===== src/rtl/alu_result_stage.sv =====
// Registered ALU output stage: selects one unit result by opcode, derives status flags,
// buffers {op, y, flags} in a 2-entry FIFO and tracks sticky ovf/err plus a saturating error count.
module alu_result_stage #(
  parameter int WIDTH     = 4,
  parameter int ERR_CNT_W = 8
) (
  input  logic                 i_clk,
  input  logic                 i_rst,
  input  logic                 i_valid,
  output logic                 o_ready,
  input  logic [1:0]           i_op,
  input  logic [WIDTH-1:0]     i_y_sub,
  input  logic [WIDTH-1:0]     i_y_nand,
  input  logic [WIDTH-1:0]     i_y_ones,
  input  logic [WIDTH-1:0]     i_y_oh,
  input  logic [3:0]           i_ovf,
  input  logic [3:0]           i_err,
  output logic                 o_valid,
  input  logic                 i_ready,
  output logic [WIDTH-1:0]     o_y,
  output logic [1:0]           o_op,
  output logic [3:0]           o_flags,
  input  logic                 i_clr,
  output logic                 o_sticky_ovf,
  output logic                 o_sticky_err,
  output logic [ERR_CNT_W-1:0] o_err_cnt
);

  // Handshake: a transfer happens on a rising edge where valid and ready are both high;
  // o_ready and o_valid depend only on registered state, never on i_valid or i_ready.

  localparam logic [ERR_CNT_W-1:0] CNT_MAX = {ERR_CNT_W{1'b1}};

  logic [1:0]       op_mem   [2];
  logic [WIDTH-1:0] y_mem    [2];
  logic [3:0]       flag_mem [2];
  logic             wr_ptr;
  logic             rd_ptr;
  logic [1:0]       count;
  logic             rst_q;

  logic             accept;
  logic             pop;
  logic [WIDTH-1:0] sel_y;
  logic             sel_ovf;
  logic             sel_err;
  logic             sel_zero;
  logic             sel_neg;

  always_comb begin
    sel_y   = i_y_sub;
    sel_neg = 1'b0;
    case (i_op)
      2'b00: begin sel_y = i_y_sub;  sel_neg = i_y_sub[WIDTH-1];  end
      2'b01: begin sel_y = i_y_nand; sel_neg = i_y_nand[WIDTH-1]; end
      // Leading-ones count and one-hot code are unsigned, so never negative.
      2'b10: begin sel_y = i_y_ones; sel_neg = 1'b0; end
      default: begin sel_y = i_y_oh; sel_neg = 1'b0; end
    endcase
    sel_ovf  = i_ovf[i_op];
    sel_err  = i_err[i_op];
    sel_zero = (sel_y == '0);
  end

  // rst_q keeps o_ready low for the reset cycles and the first cycle after release.
  assign o_ready = (count != 2'd2) && !rst_q;
  assign o_valid = (count != 2'd0);
  assign accept  = i_valid && o_ready;
  assign pop     = o_valid && i_ready;

  assign o_y     = y_mem[rd_ptr];
  assign o_op    = op_mem[rd_ptr];
  assign o_flags = flag_mem[rd_ptr];

  always_ff @(posedge i_clk) begin
    if (i_rst) begin
      rst_q  <= 1'b1;
      wr_ptr <= 1'b0;
      rd_ptr <= 1'b0;
      count  <= 2'd0;
      for (int i = 0; i < 2; i++) begin
        op_mem[i]   <= 2'b00;
        y_mem[i]    <= '0;
        flag_mem[i] <= 4'b0000;
      end
    end else begin
      rst_q <= 1'b0;
      if (accept) begin
        op_mem[wr_ptr]   <= i_op;
        y_mem[wr_ptr]    <= sel_y;
        flag_mem[wr_ptr] <= {sel_err, sel_ovf, sel_zero, sel_neg};
        wr_ptr           <= ~wr_ptr;
      end
      if (pop) begin
        rd_ptr <= ~rd_ptr;
      end
      case ({accept, pop})
        2'b10:   count <= count + 2'd1;
        2'b01:   count <= count - 2'd1;
        default: count <= count;
      endcase
    end
  end

  // A clear coinciding with an accept leaves only the new entry's contribution.
  always_ff @(posedge i_clk) begin
    if (i_rst) begin
      o_sticky_ovf <= 1'b0;
      o_sticky_err <= 1'b0;
      o_err_cnt    <= '0;
    end else if (i_clr) begin
      o_sticky_ovf <= accept && sel_ovf;
      o_sticky_err <= accept && sel_err;
      o_err_cnt    <= (accept && sel_err) ? {{(ERR_CNT_W-1){1'b0}}, 1'b1} : '0;
    end else if (accept) begin
      o_sticky_ovf <= o_sticky_ovf | sel_ovf;
      o_sticky_err <= o_sticky_err | sel_err;
      if (sel_err && (o_err_cnt != CNT_MAX)) begin
        o_err_cnt <= o_err_cnt + {{(ERR_CNT_W-1){1'b0}}, 1'b1};
      end
    end
  end

endmodule


===== config.mk =====
export PLATFORM = sky130hd
export DESIGN_NAME = alu_result_stage
export DESIGN_NICKNAME = d
export VERILOG_FILES = /design/src/rtl/alu_result_stage.sv
export SDC_FILE = /design/constraint.sdc
export NUM_CORES = 1
export LEC_CHECK = 0
export ABC_CLOCK_PERIOD_IN_PS = 3250
export CAP_MARGIN = 20
export CELL_PAD_IN_SITES_DETAIL_PLACEMENT = 1
export CELL_PAD_IN_SITES_GLOBAL_PLACEMENT = 1
export CORE_MARGIN = 10
export CORE_UTILIZATION = 39
export CTS_CLUSTER_SIZE = 24
export DETAILED_ROUTE_END_ITERATION = 10
export GPL_TIMING_DRIVEN = 0
export PLACE_DENSITY = 0.93
export SYNTH_ARGS = -nofsm -noshare
export SYNTH_HDL_FRONTEND = slang
export SYNTH_SLANG_ARGS = --single-unit

===== constraint.sdc =====
create_clock -name i_clk -period 3.25 [get_ports i_clk]
set_input_delay 0.8125 -clock i_clk [delete_from_list [all_inputs] [get_ports i_clk]]
set_output_delay 0.8125 -clock i_clk [all_outputs]
set_load 0.1 [all_outputs]

==> impl_metrics.csv <==
group,metric,value,unit
floorplan,die_w,87.7,um
cts,numCtsBuffers,5,
timing,period_needed,3150,ps
worst_setup_path,worst_setup_path_end_kind,"output port",
drt,drt_iter0_drc,126,
global_route,grt_pass1_vias,1636,
power,p_per_area,648,nW/um^2
worst_setup_path,crit_type,"register to output port",
floorplan,initial_utilization,40.8,%
yosys,post-synth-top-area-fraction,33.6,%
flow_run,cap_violations,0,
timing,setup_viol,0,
floorplan,die-area,7690,sq um
floorplan,ios,53,
power,leakagePower,0.899,nW
drt,vias,1463,
yosys,synthTopCellsByCount,"20 x edfxtp_1, 16 x dfxtp_1, 11 x and2_1, 10 x mux2_2, 9 x nor2_1",
final_layout,layout-drive-gt1-share,13.1,%
yosys,ys_warn_count,0,
drt,ant_nets,0,
global_route,overflow,0,
placement,hpwl,4270,um
cts,htreeDepth,2,
timing,setup_slack,98.7,ps
final_layout,antenna-diode-count,0,
yosys,syn_avg_cell_area,12.1,sq um
cts,clock_latency,300,ps
timing,finClkSkew,4.10,ps
global_route,grtUsageMet1,14.5,%
drt,drtPass1Iterations,5,
global_route,grt_max_degree,12,
timing,max_slew_margin,29.3,%
final_layout,fin_cells,258,
yosys,async_flop_share,0,%
yosys,synth_edf_count,20,
cts,cts.sinks,36,
worst_setup_path,cp_slowest_cell,"clkdlybuf4s50_1",
min_path,hold_class,"register to register",
drt,wl_per_cell,21.6,um
yosys,postSynthCellCount,148,
drt,drcViolationCount,0,
yosys,netlist_area,1790,sq um
global_route,grt_busiest_layer,"met2",
placement,port_buffers,50,
cts,post_cts_buffers,0,
cts,cts-root-buf,"clkbuf_8",
global_route,gr-usage-met3,4.83,%
timing,hold_viol_final,0,
placement,gp_congestion,0.827,
yosys,yosysSeqAreaShare,51.5,%
timing,fin_setup_tns,0,ps
worst_setup_path,worst_ep_required_time,2440,ps
worst_setup_path,path_cells,"nand2b_1 -> nor2b_1 -> clkdlybuf4s50_1",
yosys,synth_fp_nets,181,
worst_setup_path,start_kind,"register",
final_layout,fin_util,55.7,%
timing,holdWs,518,ps
cts,path_clk_slew,70,ps
worst_setup_path,rrSetupSlack,1060,ps
worst_setup_path,worst-path-buf-inv,1,
cts,cts_tree,"built",
power,ir_drop,0.665,mV
worst_setup_path,cpPeakStageDelay,1160,ps
final_layout,fin_nets,238,
global_route,antenna_found_initial,0,
floorplan,die_h,87.7,um
timing,fin_crit_sh,97.0,%
timing,worstMarginPinSlew,1060,ps
yosys,synth_flop_cell,"edfxtp_1",
yosys,yosys_register_bits,36,
timing,rsz0062_at_grt,"false",
worst_setup_path,crit_family,"buffers and inverters",
drt,via_per_inst,5.67,
placement,placed_cells,250,
placement,dp_slack,35.3,ps
yosys,synth.area.top_cells,"edfxtp_1 34%, dfxtp_1 18%, mux2_2 6.3%, mux4_1 4.4%, and2_1 3.9%",
yosys,synth.distinct_cells,39,
global_route,grt_first_pass_wirelength,8570,um
floorplan,core-area,4380,sq um
final_layout,area_delta_synth_final,36.6,%
floorplan,rows,24,
worst_setup_path,critPathArrivalTime,2340,ps
global_route,gr-usage-met2,27.4,%
timing,maxSlewViolCount,0,
worst_setup_path,cp_max_fo,6,
global_route,grt_usage,14.8,%
yosys,synth_area_leader_cell,"edfxtp_1",
drt,routed_wl,5570,um
yosys,synth_most_common_cell,"edfxtp_1",
status,outcome,"complete, no violations",
cts,ctsHoldBuffers,0,
cts,clock_path_buffers,2,
timing,clock.fmax,317,MHz
[cell type report]
type | count | area (sq um)
flip-flops and latches | 36 | 921
plain buffers | 6 | 38.8
inverters | 2 | 7.51
fillers | 471 | 1940
multi-input cells | 104 | 820
clock buffers | 8 | 100
repair buffers | 50 | 488
well taps | 52 | 65.1
[cell usage in the layout, fill, tap and decap left out, types with 4 or more instances in the layout]
| cell type | instances |
|---|---|
| clkdlybuf4s50_1 | 40 |
| edfxtp_1 | 20 |
| dfxtp_1 | 16 |
| and2_1 | 11 |
| mux2_2 | 10 |
| dlygate4sd2_1 | 10 |
| nor2_1 | 9 |
| nor2b_1 | 8 |
| clkbuf_8 | 7 |
| a21oi_1 | 6 |
| or3_1 | 5 |
| nor3_1 | 5 |
| clkbuf_1 | 4 |
| nand2_1 | 4 |
| o21ai_0 | 4 |
| and3_1 | 4 |
[per-layer routing]
layer	routed length [um]	part of all wire (%)	up-vias
li1	-	-	680
met1	2090	38	738
met2	3100	56	38
met3	290	5.2	7
met4	90	1.6	0
met5	0	0	-
[where the power goes]
part | switching [mW] | internal, mW
clock | 0.161 | 0.193
sequential | 0.0272 | 0.527
combinational | 0.485 | 0.188
total | 0.672 | 0.909
[registers in the layout (all words and copies together), names as in the netlist, named ones only]
register      flops
flag_mem          8
o_err_cnt         8
y_mem             8
op_mem            4
count             2
o_sticky_err      1
o_sticky_ovf      1
rd_ptr            1
rst_q             1
wr_ptr            1
[path summary, 6_finish.rpt]
check / start / endpoint / depth (start not counted)
worst min register to register: count[1] / count[1] / 2
worst min-delay path: count[1] / count[1] / 2
worst max register to register: rst_q / y_mem[0][0] / 3
worst max-delay path: count[0] / o_ready / 3
[cell families (layout without fill, tap and decap cells)]
family,count (synthesis),after routing,share of synthesized area (%)
XOR/XNOR,4,4,1.96
multiplexers,17,17,15.1
flip-flops,36,36,51.5
AO/OA/AOI/OAI,23,23,8.83
buffers and inverters,8,66,2.59
adder cells (fa/ha/maj),2,2,1.40
AND/OR/NAND/NOR,58,58,18.6
[what timing repair did]
item | in CTS | in global routing
endpoints found under the hold margin | 0 | 0
setup endpoints to repair | 10 | 0
resized for setup | 10 | 0
[through the flow]
| stage | cell area (sq um) | power, mW |
|---|---|---|
| after floorplan | 1790 | 1.08 |
| after global placement | 2350 | 1.24 |
| after detailed placement | 2350 | 1.26 |
| after CTS | 2440 | 1.59 |
| after global routing | 2440 | 1.64 |
| final | 2440 | 1.58 |
[worst reg2reg max path: stages (launching register included)]
cell	delay, ps
dfxtp_1	330
nor2b_1	350
nand2_1	250
o21bai_1	880
(Power assumes the default switching activity.)
